### src/rtl/matrix_ls_sequencer.sv
// Matrix load/store sequencer: moves ROWS rows between the matrix register file
// and memory, one request per row, with a row address that advances by a byte stride.
module matrix_ls_sequencer #(
  parameter int ROWS   = 4,
  parameter int ADDR_W = 32,
  parameter int DATA_W = 64,
  parameter int MREG_W = 4
) (
  input  logic                     CLK,
  input  logic                     RST,
  input  logic                     cmd_valid,
  output logic                     cmd_ready,
  input  logic                     cmd_load,
  input  logic [MREG_W-1:0]        cmd_mreg,
  input  logic [ADDR_W-1:0]        cmd_base,
  input  logic [ADDR_W-1:0]        cmd_stride,
  output logic                     mem_req,
  output logic                     mem_wen,
  output logic [ADDR_W-1:0]        mem_addr,
  output logic [DATA_W-1:0]        mem_wdata,
  input  logic                     mem_hit,
  input  logic [DATA_W-1:0]        mem_rdata,
  output logic                     mrf_wen,
  output logic                     mrf_ren,
  output logic [MREG_W-1:0]        mrf_reg,
  output logic [$clog2(ROWS)-1:0]  mrf_row,
  output logic [DATA_W-1:0]        mrf_wdata,
  input  logic [DATA_W-1:0]        mrf_rdata,
  output logic                     busy,
  output logic                     done
);

  localparam int ROW_W = $clog2(ROWS);
  localparam logic [ROW_W-1:0] LAST_ROW = ROW_W'(ROWS - 1);

  typedef enum logic [1:0] {IDLE, RDREG, REQ, DONE} state_t;

  state_t              state;
  logic                load_q;
  logic [MREG_W-1:0]   mreg_q;
  logic [ADDR_W-1:0]   addr_q;
  logic [ADDR_W-1:0]   stride_q;
  logic [ROW_W-1:0]    row_q;
  logic [DATA_W-1:0]   wdata_q;
  logic                cap_q;

  // NOTE: every register here is written with <= so all of them update together
  // from the values present before the edge; blocking here would create ordering races.
  always_ff @(posedge CLK) begin
    if (RST) begin
      state    <= IDLE;
      load_q   <= 1'b0;
      mreg_q   <= '0;
      addr_q   <= '0;
      stride_q <= '0;
      row_q    <= '0;
      wdata_q  <= '0;
      cap_q    <= 1'b0;
    end else begin
      case (state)
        IDLE: begin
          if (cmd_valid) begin
            load_q   <= cmd_load;
            mreg_q   <= cmd_mreg;
            addr_q   <= cmd_base;
            stride_q <= cmd_stride;
            row_q    <= '0;
            state    <= cmd_load ? REQ : RDREG;
          end
        end
        RDREG: begin
          cap_q <= 1'b1;
          state <= REQ;
        end
        REQ: begin
          // RF read data arrives one cycle after mrf_ren, i.e. in the first REQ cycle.
          if (cap_q) begin
            wdata_q <= mrf_rdata;
            cap_q   <= 1'b0;
          end
          if (mem_hit) begin
            if (row_q == LAST_ROW) begin
              state <= DONE;
            end else begin
              row_q  <= row_q + ROW_W'(1);
              addr_q <= addr_q + stride_q;
              state  <= load_q ? REQ : RDREG;
            end
          end
        end
        DONE:    state <= IDLE;
        default: state <= IDLE;
      endcase
    end
  end

  // Outputs decode the registered state; only the RF write strobe follows mem_hit.
  assign cmd_ready = (state == IDLE);
  assign busy      = ~cmd_ready;
  assign done      = (state == DONE);
  assign mrf_ren   = (state == RDREG);
  assign mem_req   = (state == REQ);
  assign mem_wen   = mem_req & ~load_q;
  assign mem_addr  = addr_q;
  assign mem_wdata = cap_q ? mrf_rdata : wdata_q;
  assign mrf_wen   = mem_req & load_q & mem_hit;
  assign mrf_wdata = mrf_wen ? mem_rdata : '0;
  assign mrf_reg   = mreg_q;
  assign mrf_row   = row_q;

endmodule

### config.mk
export PLATFORM = sky130hd
export DESIGN_NAME = matrix_ls_sequencer
export DESIGN_NICKNAME = d
export VERILOG_FILES = /design/src/rtl/matrix_ls_sequencer.sv
export SDC_FILE = /design/constraint.sdc
export NUM_CORES = 1
export LEC_CHECK = 0
export ABC_AREA = 1
export CORE_UTILIZATION = 35
export DETAILED_ROUTE_END_ITERATION = 12
export PLACE_DENSITY = 0.67
export SLEW_MARGIN = 10
export SYNTH_ARGS = -nofsm -noshare
export SYNTH_HDL_FRONTEND = slang
export SYNTH_SLANG_ARGS = --single-unit
### constraint.sdc
create_clock -name CLK -period 2.6 [get_ports CLK]
set_clock_uncertainty 0.1 [all_clocks]
set_input_delay 0.52 -clock CLK [delete_from_list [all_inputs] [get_ports CLK]]
set_output_delay 0.52 -clock CLK [all_outputs]
set_load 0.03 [all_outputs]
# --- Word-level counts from Yosys, hierarchy flattened ---
# Index checks and enable logic that the tools add are counted.
# W data, S select, Z words.
op_classes:
  bitwise_logic: 5
  add_sub_neg: 2
  n_eq_ne: 7
  mux: 17
  n_reduce_logical: 6
ops:
  columns: ["operator", "n"]
  rows:
  - ["$mux W64", 2]
  - ["$mux W32", 3]
  - ["$pmux W32 S2", 1]
  - ["$add A32 B32 Y32", 1]
  - ["$mux W2", 8]
  - ["$pmux W2 S4", 1]
  - ["$eq A2 B2 Y1 const B", 3]
  - ["$ne A2 B2 Y1 const B", 2]
  - ["$pmux W2 S2", 1]
  - ["$reduce_and A2 Y1", 2]
  - ["$reduce_and A4 Y1", 1]
  - ["$reduce_bool A2 Y1", 2]
  - ["$and A1 B1 Y1", 3]
  - ["$add A2 B1 Y2 const B", 1]
  - ["$eq A2 B1 Y1 const B", 1]
  - ["$logic_not A2 Y1", 1]
  - ["$ne A2 B1 Y1 const B", 1]
  - ["$not A1 Y1", 2]
  - ["$pmux W1 S2", 1]
totals:
  output_inout_bits: 173
  inputBits: 201
  register_bits: 138

# --- Longest topological paths before layout ---
# Gate-level depths: netlist of the first run.
depth:
  depth_word: 4
  ltp_mapped: 13
  depth_no_buf: 13

# --- Least setup slack after synthesis of the first run ---
# OpenSTA, ideal clock, no wires.
synth_timing:
  path_type: "register to output"
  from: "register state[0]"
  to: "output mrf_wdata[54]"
  arrival_time_ns: 1.862
  path_stages_with_launch: 10
  required_ns: 1.980
  setup_slack_ns: 0.118
  cell_sequence: "dfxtp_1 -> inv_1 -> ha_1 -> buf_4 -> nand2_1 -> inv_1 -> nand2_1 -> buf_2 -> buf_1 -> nor2_1"
synth_between:
  elab_chain_cells: 4
synth_rtl:
  columns: ["element", "line", "rtl"]
  rows:
  - ["start, declared", "38", "state_t state;"]
  - ["start signal, assigned", "68", "state <= cmd_load ? REQ : RDREG;"]
  - ["start signal, assigned", "87", "state <= load_q ? REQ : RDREG;"]
  - ["$eq A2 B2 Y1", "102", "assign mem_req = (state == REQ);"]
  - ["via mem_req", "17", "output logic mem_req,"]
  - ["$and A1 B1 Y1 (2 in series)", "106", "assign mrf_wen = mem_req & load_q & mem_hit;"]
  - ["$mux W64", "107", "assign mrf_wdata = mrf_wen ? mem_rdata : '0;"]
  - ["end, declared", "27", "output logic [DATA_W-1:0] mrf_wdata,"]
# The timed path passes the listed nets, and every way through them passes these cells.

# --- Worst setup path in the final report of the first run ---
layout_timing:
  from: "input mrf_rdata[56]"
  to: "output mem_wdata[56]"
layout_between:
  elab_chain_cells: 1
layout_rtl:
  columns: ["element", "line", "rtl"]
  rows:
  - ["start, declared", "28", "input logic [DATA_W-1:0] mrf_rdata,"]
  - ["$mux W64", null, null]
  - ["end, declared", "20", "output logic [DATA_W-1:0] mem_wdata,"]
# No other way between the ends.

==> run summary, run 1 <==
The reg2reg setup slack is ~0.2 ns. The library cell used most frequently in the layout, excluding fill and tap cells, is sky130_fd_sc_hd__nand2_1. The fraction of the mapped netlist area in adder cells is 0.0523. The layout has 2613 filler cells. The mean routed wirelength per cell is between 10 and 15 um. Entering global routing, the biggest net connects around 110 pins. The top achievable clock speed came out at ~400 MHz. The peak supply drop is 0.626 mV. The via count of the first global-routing pass is ~9100. The congestion estimate from routability-driven global placement came to between 0.9 and 1. Pin placement for this block handled between 300 and 400 I/O pins. The synthesized-area fraction occupied by ao, oa, aoi and oai cells is 0.191. The static leakage power came out at between 7 and 8 nW.

The number of cells in the design after placement came out at between 2000 and 2500. The cell sitting at the root of the clock tree is a sky130_fd_sc_hd__clkbuf_16. The number of storage elements in the synthesis netlist came out at approximately 140. The placed wire-length estimate after detailed placement came out at between 20000 and 25000 um.

The flow ran to the end, and the final reports show no timing, DRC or antenna violations. The capture endpoint of the worst hold path is mrf_row[1]. The fraction of synthesized area in multiplexers came out at 0.

The clock insertion delay at the later pin of the skew report came out at approximately 0.43 ns. By area the synthesized netlist is led by sky130_fd_sc_hd__dfxtp_1, sky130_fd_sc_hd__nand2_1, sky130_fd_sc_hd__inv_1, sky130_fd_sc_hd__o21ai_0, sky130_fd_sc_hd__nor2_1. Setup total negative slack on the finished layout was measured at 0 ns.

The startpoint of the lowest-slack hold path is mrf_row[1]. The worst register-to-register path has a depth of 10. In this run the worst path has a maximum fanout of 2. The area share of the leading cell type in the synthesized netlist came out at 0.307. The sum of routed wire length over all layers came out at 32000 um.

The cell area after synthesis came out at roughly 9000 sq um. CTS saw between 100 and 150 sinks. The count of standard-cell rows came out at 58.

The time the final worst path needs with I/O delays and setup came out at between 2 and 3 ns. The number of slew-limit violations in the final report is 0. The number of flip-flops under the largest register name came out at 64. The path class of the lowest-slack min-delay path is reg -> reg. In the layout the commonest cells are sky130_fd_sc_hd__nand2_1, sky130_fd_sc_hd__inv_1, sky130_fd_sc_hd__clkdlybuf4s50_1, sky130_fd_sc_hd__nor2_1, sky130_fd_sc_hd__o21ai_0.

The standard cell core area came out at roughly 25000 sq um. In this run the power density over the cells is between 1000 and 1500 nW/um^2. The total of buffers placed on input and output ports is approximately 370. The floorplan step set the die width to around 160 um.

The fraction of final layout cells sized beyond drive strength 1 came out at 0.0896. Using the TritonRoute via totals, the vias-per-cell ratio works out to between 4 and 5. Clock-pin slew was measured on the worst setup and hold paths at about 0.06 ns. The number of search-and-repair iterations in the first detailed-routing pass came out at 5.

The number of buffers between clock root and the deepest sink came out at 2. The starting density of the core came out at 0.357. The number of standard cells after synthesis came out at around 1500.

The critical path in this run is classified as in -> out. The leftover overflow at the end of global routing is 0. The area growth from synthesis to layout came out at 51.9%. Setup repair after global routing left no endpoint under its margin. The average instance in the mapped netlist occupies 5.95 sq um. The number of antenna violations at the first check in global routing was 1. The remaining number of nets flagged by the antenna check after routing came out at 0. The data arrival time of the critical path came out at 1.91 ns. The total vias in the final route came out at 10200. The transition time of the tightest slew-check pin is around 0.6 ns.

The critical path required time came out at just under 2 ns. The cell taking the most area after synthesis is sky130_fd_sc_hd__dfxtp_1. The first global-routing pass estimated slightly below 50000 um of wire. The number of buffers inserted during clock tree synthesis is 17. The number of hold buffers added after CTS is 0. The number of endpoints failing setup at the final stage came out at 0. The number of hold violations in the final report came out at 0. The number of standard cells in the final layout excluding fillers came out at around 2200. The worst register-to-register path begins at mem_addr[0].

The xor/xnor share of the synthesized area came out at 0.0156. The post-CTS setup buffer count came out at 0. The die covers 26400 sq um. The vertical die dimension came out at 162 um. The total number of nets in the final design is approximately 2100. By area, the combinational part of the netlist is dominated by simple AND/OR/NAND/NOR gates. The worst setup path is launched from a primary input. The remaining max-slew budget at the tightest pin is 0.597. The synthesized-area fraction occupied by and/or/nand/nor cells is 0.268.

The overall global routing resource usage came out at 0.236. The number of warning messages in the yosys log is 0. The number of design rule violations left after detail routing came out at 0.

The synthesized netlist net count came out at 1750. TritonCTS built the clock tree. The worst hold path depth came out at 2. The number of distinct library cells after synthesis came out at 36.

wdata_q holds more flip-flops than any other register. The worst setup path is captured at an output pin. The H-tree depth came out at 4. The share of the clock period used by the worst path after layout is 0.973. The detailed router's first-iteration violation count came out at 564. The reg-to-reg endpoint is mem_addr[16]. Across the run, the number of max-cap violations was 0. The sequential share of the synthesized area is 0.307.
-- where the power goes --
group          switching (mW)  internal [mW]
Sequential              0.491           2.89
Clock                    1.14           1.47
Combinational            5.72           3.21
-- worst max-delay path, stage by stage --
cell	delay, ns
sky130_fd_sc_hd__clkdlybuf4s50_1	0.45
sky130_fd_sc_hd__nand2_1	0.05
sky130_fd_sc_hd__o21ai_0	0.13
sky130_fd_sc_hd__clkdlybuf4s50_1	0.75
-- how the worst max path moves through the flow --
stage	startpoint	end	slack, ns
finish	mrf_rdata[56]	mem_wdata[56]	0.07
global route	state[0]	mrf_wdata[61]	0.006
CTS	cap_q	mem_wdata[28]	0.001
detailed placement	mrf_rdata[8]	mem_wdata[8]	0.08
global placement	mrf_rdata[42]	mem_wdata[42]	0.08
floorplan	state[0]	mrf_wdata[54]	0.12
-- layer usage --
| metal | track usage | vias to the layer above | part of all wire |
|---|---|---|---|
| met5 | 0 | - | 0 |
| met4 | 0.0575 | 0 | 0.015 |
| met3 | 0.0581 | 25 | 0.070 |
| met2 | 0.403 | 308 | 0.48 |
| met1 | 0.297 | 4520 | 0.44 |
| li1 | - | 5309 | - |
-- cell type report --
class                           instances  area [sq um]  area share
Multi-Input combinational cell        986          4770       0.349
Timing Repair Buffer                  390          3900       0.286
Inverter                              317          1190      0.0872
Clock buffer                           17           425      0.0311
Antenna cell                            1          2.50    0.000183
Clock inverter                         15           200      0.0146
Sequential cell                       138          2770       0.202
Tap cell                              330           413      0.0302
-- synthesized netlist by cell type --
cell                       number
sky130_fd_sc_hd__ha_1          36
sky130_fd_sc_hd__dfxtp_1      138
sky130_fd_sc_hd__inv_2          5
sky130_fd_sc_hd__nand2_4        1
sky130_fd_sc_hd__o21ai_1       23
sky130_fd_sc_hd__nand3_1       38
sky130_fd_sc_hd__buf_4          2
sky130_fd_sc_hd__a21oi_2        8
sky130_fd_sc_hd__nor3_1         2
sky130_fd_sc_hd__buf_2         14
sky130_fd_sc_hd__a31oi_1        2
sky130_fd_sc_hd__a21o_1         1
sky130_fd_sc_hd__buf_6          2
sky130_fd_sc_hd__nand2_1      330
sky130_fd_sc_hd__nor2_1       205
sky130_fd_sc_hd__inv_4          1
sky130_fd_sc_hd__o21bai_1       3
sky130_fd_sc_hd__o211a_1        1
sky130_fd_sc_hd__o21ai_0      163
sky130_fd_sc_hd__nand2_2       10
sky130_fd_sc_hd__nor2_2         4
sky130_fd_sc_hd__nand3b_1       1
sky130_fd_sc_hd__inv_1        311
sky130_fd_sc_hd__o22ai_2        1
sky130_fd_sc_hd__nand4_1        3
sky130_fd_sc_hd__buf_1         12
sky130_fd_sc_hd__fa_1           1
sky130_fd_sc_hd__clkbuf_1      41
sky130_fd_sc_hd__nor3_2         2
sky130_fd_sc_hd__and2_0         1
sky130_fd_sc_hd__a21oi_1      126
sky130_fd_sc_hd__a221oi_1       1
sky130_fd_sc_hd__o31ai_1        2
sky130_fd_sc_hd__nand3_2        5
sky130_fd_sc_hd__xor2_1        13
sky130_fd_sc_hd__xnor2_1        3
-- stage by stage --
stage               area [sq um]  total power, mW  hold WS, ns   util  setup slack, ns
finish                     13700             14.9        0.387  0.543           0.0705
global route               13700             16.0        0.413  0.543          0.00566
CTS                        13600             15.0        0.390  0.542          0.00121
detailed placement         13100             12.6        0.378  0.519           0.0769
global placement           13100             12.6        0.367  0.519           0.0826
floorplan                   9000             9.08        0.359      -            0.118
-- cell families (layout without fill, tap and decap cells) --
logic type	after synthesis	count (layout)
AND/OR/NAND/NOR	602	602
XOR/XNOR	16	16
flip-flops	138	138
buffers and inverters	388	739
adder cells (fa/ha/maj)	37	37
AO/OA/AOI/OAI	331	331
other	0	1
-- what timing repair did --
| action | 4_1_cts | 5_1_grt |
|---|---|---|
| pin swaps | 0 | 0 |
| setup endpoints to repair | 101 | 54 |
| gates resized for setup | 51 | 8 |
Note: power is estimated with default switching activity, not from simulation.
==> inputs of run 2 (changes only) <==
SKIP_CTS_REPAIR_TIMING = 1   (was not set)
==> run summary, run 2 (synthesis gave the netlist of run 1 again) <==
Leaving out fill and tap cells, the most frequent cell in the layout is sky130_fd_sc_hd__nand2_1. The horizontal die dimension is about 160 um. The static leakage power came out at 7.72 nW. The number of top-level design ports came out at roughly 370.

The power per cell area came out at between 1000 and 1500 nW/um^2. The path class of the lowest-slack min-delay path is reg -> reg. The area taken by flip-flops and latches came out at ~2800 sq um.

OpenSTA, run right after detailed placement, puts the worst setup slack at around 0.077 ns. STA classifies the critical path startpoint as a primary input. Counting along the longest clock path gives a buffer depth of 2. The sink count of the clock tree is 138.

In this run the worst path has a maximum fanout of 2. Across every metal layer, demand over resource in global routing totals 0.236. In the final routed layout, each cell accounts on average for 14.7 um. The number of standard cells in the final layout excluding fillers came out at 2199. The final total negative setup slack is 0 ns.

The total of buffers placed on input and output ports is 373. The detailed router's first-iteration violation count came out at between 500 and 600. The placed wire-length estimate after detailed placement is 24500 um. STA classifies the critical path endpoint as an output pin. The setup slack of the critical path after layout came out at 0.0711 ns. The number of endpoints failing setup at the final stage is 0. The first-pass GRT wire length is 48600 um. The routed design could run at a clock period as short as between 2 and 3 ns. The later pin in the worst-skew pair is clocked with a latency of around 0.43 ns.

The average vias per placed instance is roughly 4.6. The post-route standard cell area excluding fillers came out at 13900 sq um. The number of search-and-repair iterations in the first detailed-routing pass is 7.

The final-layout worst hold slack is 0.387 ns. Setup repair after global routing left no endpoint under its margin. The number of design rule violations left after detail routing came out at 0. The leftover overflow at the end of global routing came out at 0.

The count of standard-cell rows came out at 58. The run finished with clean final reports. The area growth from synthesis to layout is 54.2%.

Wires add up to approximately 32000 um. For this run, the share of the core covered by cells in the final layout is 0.551. The number of fill cells came out at ~2600. The fraction of final layout cells sized beyond drive strength 1 came out at 0.0926. The setup path with the least slack is of type in -> out.

The remaining max-slew budget at the tightest pin is 0.589. The net count of the finished layout is about 2100. The register ranked first by flip-flop count is wdata_q. The root buffer cell chosen for the clock tree is sky130_fd_sc_hd__clkbuf_16. After clock tree synthesis, the clock-pin slew on the worst setup and hold paths is 0.06 ns. The via count of the first global-routing pass came out at roughly 9100. The number of placed instances, taps included, is roughly 2200. The transition time of the tightest slew-check pin came out at 0.617 ns.

The number of hold violations in the final report came out at 0. The initial utilization of the core area, before any placement, comes to 0.357. The top achievable clock speed is slightly below 400 MHz. Detailed routing inserted a total of ~10000 vias. Leaving out fill and tap cells, the most frequent cells in the layout are sky130_fd_sc_hd__nand2_1, sky130_fd_sc_hd__inv_1, sky130_fd_sc_hd__clkdlybuf4s50_1, sky130_fd_sc_hd__nor2_1, sky130_fd_sc_hd__o21ai_0. The critical path required time came out at 1.98 ns. The floorplan die area came out at 26400 sq um. Data on the critical path arrives at its endpoint at ~1.9 ns. The largest net degree at the start of global routing came out at ~110. The remaining number of nets flagged by the antenna check after routing came out at 0. The number of antenna violations at the first check in global routing is 1.

The peak supply drop is about 0.63 mV. CTS built an H-tree with a depth of 4. Summing all placed instances gives a cell area of approximately 13000 sq um. The vertical die dimension came out at around 160 um. The standard cell core area came out at between 20000 and 30000 sq um. The total power draw came out at between 15 and 20 mW.

The number of slew-limit violations in the final report came out at 0. The register with the most flip-flops in the layout has 64 of them. The number of buffers inserted during clock tree synthesis came out at 17.

Across the run, the number of max-cap violations was 0. TritonCTS built the clock tree. The share of the clock period used by the worst path after layout is 0.973. The area of the multi-input gates is ~4800 sq um. The weighted congestion at the end of routability-driven global placement is 0.953.
==> run 2: power by group <==
group / total, mW / switching (mW) / internal, mW
Sequential: 3.38 / 0.492 / 2.89
Combinational: 9.17 / 5.73 / 3.44
Clock: 2.61 / 1.14 / 1.47
==> run 2: metal layers <==
| layer | GRT usage | wire [um] |
|---|---|---|
| met5 | 0 | 0 |
| met4 | 0.0575 | 481 |
| met3 | 0.0581 | 2300 |
| met2 | 0.403 | 15200 |
| met1 | 0.297 | 14200 |
==> run 2: final timing paths <==
check / from / to / slack [ns] / cells after the start
max: mrf_rdata[56] / mem_wdata[56] / 0.07 / 4
min: mrf_row[1] / mrf_row[1] / 0.39 / 2
max reg2reg: mem_addr[0] / mem_addr[16] / 0.21 / 10
min reg2reg: mrf_row[1] / mrf_row[1] / 0.39 / 2
==> run 2: area by class of cell <==
cell class,instances,share of cell area
Antenna cell,1,0.000180
Clock buffer,17,0.0306
Clock inverter,15,0.0144
Inverter,317,0.0859
Multi-Input combinational cell,987,0.343
Sequential cell,138,0.199
Tap cell,330,0.0297
Timing Repair Buffer,394,0.297
==> run 2: worst max-delay path, cell delays in order <==
cell and delay, ns:
sky130_fd_sc_hd__clkdlybuf4s50_1 0.46, sky130_fd_sc_hd__nand2_1 0.05, sky130_fd_sc_hd__o21ai_0 0.13, sky130_fd_sc_hd__clkdlybuf4s50_1 0.75
==> inputs of run 3 (changes only) <==
PLACE_DENSITY = not set   (was 0.67)
PLACE_DENSITY_LB_ADDON = 0.3   (was not set)
==> run summary, run 3 (synthesis gave the netlist of run 1 again) <==
The worst setup path is of the reg -> out kind. In the routed layout, each cell is associated on average with a via count of about 4.6. The largest net degree at the start of global routing is between 100 and 150.

Compared with the post-synthesis result, the final layout area differs by 53.3%. The remaining number of nets flagged by the antenna check after routing is 0. Hold is met by 0.388 ns. Of the total power, the clock network draws 0.163. The number of antenna violations at the first check in global routing came to 0.

The number of buffers between clock root and the deepest sink is 2. The first TritonRoute pass finished after 5 iterations. The register with the most flip-flops in the layout has 64 of them. The later pin in the worst-skew pair is clocked with a latency of between 0.4 and 0.5 ns.

The number of design rule violations left after detail routing is 0. For the worst setup path, the data arrival time is around 1.9 ns. The top achievable clock speed came out at 402 MHz. The internal power consumption came out at 7.57 mW. The total power draw is about 15 mW. At the end of the flow, the number of nets in the layout was between 2000 and 2500. The clock edge transition at the registers on the reported setup and hold paths came out at 0.07 ns. Counting the buffers created by CTS gives 17. Counting flops per register, the top entry is wdata_q.

The reg2reg setup slack came out at roughly 0.23 ns. The most common cell after layout, fill and taps aside is sky130_fd_sc_hd__nand2_1. The count of standard-cell rows came out at 58. The number of slew-limit violations in the final report came out at 0.

The sink count of the clock tree came out at 138. The number of fill cells is roughly 2600. TritonCTS built the clock tree. The total of buffers placed on input and output ports is approximately 370. Setup violations remaining at the end of the flow were counted as 0.

The number of top-level design ports is 374. STA classifies the critical path endpoint as an output pin. The count of maximum capacitance violations came out at 0. The fraction of final layout cells sized beyond drive strength 1 came out at 0.0947. The via count of the first global-routing pass is a little over 9000. The power per cell area came out at roughly 1100 nW/um^2.

In the layout the commonest cells are sky130_fd_sc_hd__nand2_1, sky130_fd_sc_hd__inv_1, sky130_fd_sc_hd__clkdlybuf4s50_1, sky130_fd_sc_hd__nor2_1, sky130_fd_sc_hd__o21ai_0. The total vias in the final route is roughly 10000. The antenna diode count came out at 0. The sum of routed wire length over all layers is 32200 um.

The detailed router's first-iteration violation count is 540. The die covers 26400 sq um. CTS placed an instance of sky130_fd_sc_hd__clkbuf_16 at the clock tree root.

The share of the clock period used by the worst path after layout is 0.956. The H-tree generated during clock tree synthesis spans 4 levels. The horizontal die dimension came out at 162 um. The remaining max-slew budget at the tightest pin is 0.512.

The static leakage power is between 7 and 8 nW. The path class of the tightest hold or removal check is reg -> reg. The transition time of the tightest slew-check pin is 0.732 ns. For this run, the share of the core covered by cells in the final layout is 0.548.

The initial utilization of the core area, before any placement, comes to 0.357. The overall global routing resource usage is 0.234. The number of hold violations in the final report came out at 0. In this run the standard cell core region covers roughly 25000 sq um. In this run the worst path has a maximum fanout of 32. The run finished with clean final reports. Data on the critical path is required at its endpoint by 1.98 ns. The final total negative setup slack is 0 ns. The first-pass GRT wire length came out at between 40000 and 50000 um. The element type at the critical path start is a register. The peak supply drop came out at between 0.6 and 0.7 mV. The leftover overflow at the end of global routing came out at 0. At the end of routability-driven placement, the weighted congestion stood at roughly 0.94. After detailed routing, the average wire length per cell comes to roughly 15 um.

The share of total power dissipated in sequential elements is 0.228. The net switching power is approximately 7.4 mW. The time the final worst path needs with I/O delays and setup is around 2.5 ns.

The logic gate share of total power came out at 0.609. The switching share of total power came out at 0.493. The placed wire-length estimate after detailed placement came out at between 20000 and 25000 um.

The vertical die dimension is approximately 160 um.
-- run 3: changes by cell type in the layout (fill, tap and decap cells not counted), moves of 2 or more --
| cell | delta |
|---|---|
| sky130_fd_sc_hd__buf_12 | -7 |
| sky130_fd_sc_hd__buf_4 | +8 |
| sky130_fd_sc_hd__bufinv_16 | -2 |
| sky130_fd_sc_hd__clkdlybuf4s50_1 | -3 |
| sky130_fd_sc_hd__clkinv_8 | -2 |
| sky130_fd_sc_hd__dlymetal6s2s_1 | +4 |
| sky130_fd_sc_hd__inv_8 | +4 |
| sky130_fd_sc_hd__nor2_1 | -4 |
| sky130_fd_sc_hd__nor2_2 | +3 |
-- run 3: final timing paths --
kind	start	to	cells past startpoint
setup / recovery	state[0]	mrf_wdata[8]	8
hold / removal	mrf_reg[3]	mrf_reg[3]	2
setup reg to reg	mem_addr[0]	mem_addr[24]	12
hold reg to reg	mrf_reg[3]	mrf_reg[3]	2
-- run 3: per-stage QoR --
stage,setup WS [ns],cell area (sq um),std cells
floorplan,0.118,9000,1512
global placement,0.0566,13000,2167
detailed placement,0.0907,13000,2167
CTS,-0.189,13600,2199
global route,-0.00457,13800,2200
finish,0.115,13800,2200
-- run 3: final cells by class --
| class | count | area [sq um] | area share |
|---|---|---|---|
| clock buffers | 17 | 425 | 0.0308 |
| repair buffers | 397 | 4080 | 0.296 |
| flip-flops and latches | 138 | 2770 | 0.200 |
| well taps | 330 | 413 | 0.0299 |
| inverters | 317 | 1190 | 0.0864 |
| clock inverters | 15 | 149 | 0.0108 |
| multi-input cells | 986 | 4770 | 0.346 |
-- run 3: power by group through the flow --
stage | combinational, mW | sequential [mW] | clock (mW)
after floorplan | 5.32 | 3.76 | 0
after detailed placement | 9.15 | 3.45 | 0
after CTS | 9.20 | 3.41 | 2.48
after global routing | 9.93 | 3.50 | 2.58
after global placement | 9.05 | 3.43 | 0
final | 9.10 | 3.41 | 2.44
-- run 3: critical path: stages (launching register included) --
cell	delay (ns)
sky130_fd_sc_hd__dfxtp_1	0.35
sky130_fd_sc_hd__inv_2	0.09
sky130_fd_sc_hd__ha_4	0.19
sky130_fd_sc_hd__nand2_1	0.06
sky130_fd_sc_hd__inv_1	0.08
sky130_fd_sc_hd__nand2_2	0.12
sky130_fd_sc_hd__clkbuf_16	0.24
sky130_fd_sc_hd__nor2_2	0.15
sky130_fd_sc_hd__buf_12	0.14
-- run 3: per-layer routing --
| layer | global-route usage | part of all wire | wire length [um] | up-vias |
|---|---|---|---|---|
| met3 | 0.0484 | 0.065 | 2090 | 35 |
| met5 | 0 | 0 | 0 | - |
| met4 | 0.0716 | 0.020 | 634 | 0 |
| li1 | - | - | - | 5319 |
| met2 | 0.387 | 0.46 | 14800 | 311 |
| met1 | 0.305 | 0.45 | 14600 | 4563 |
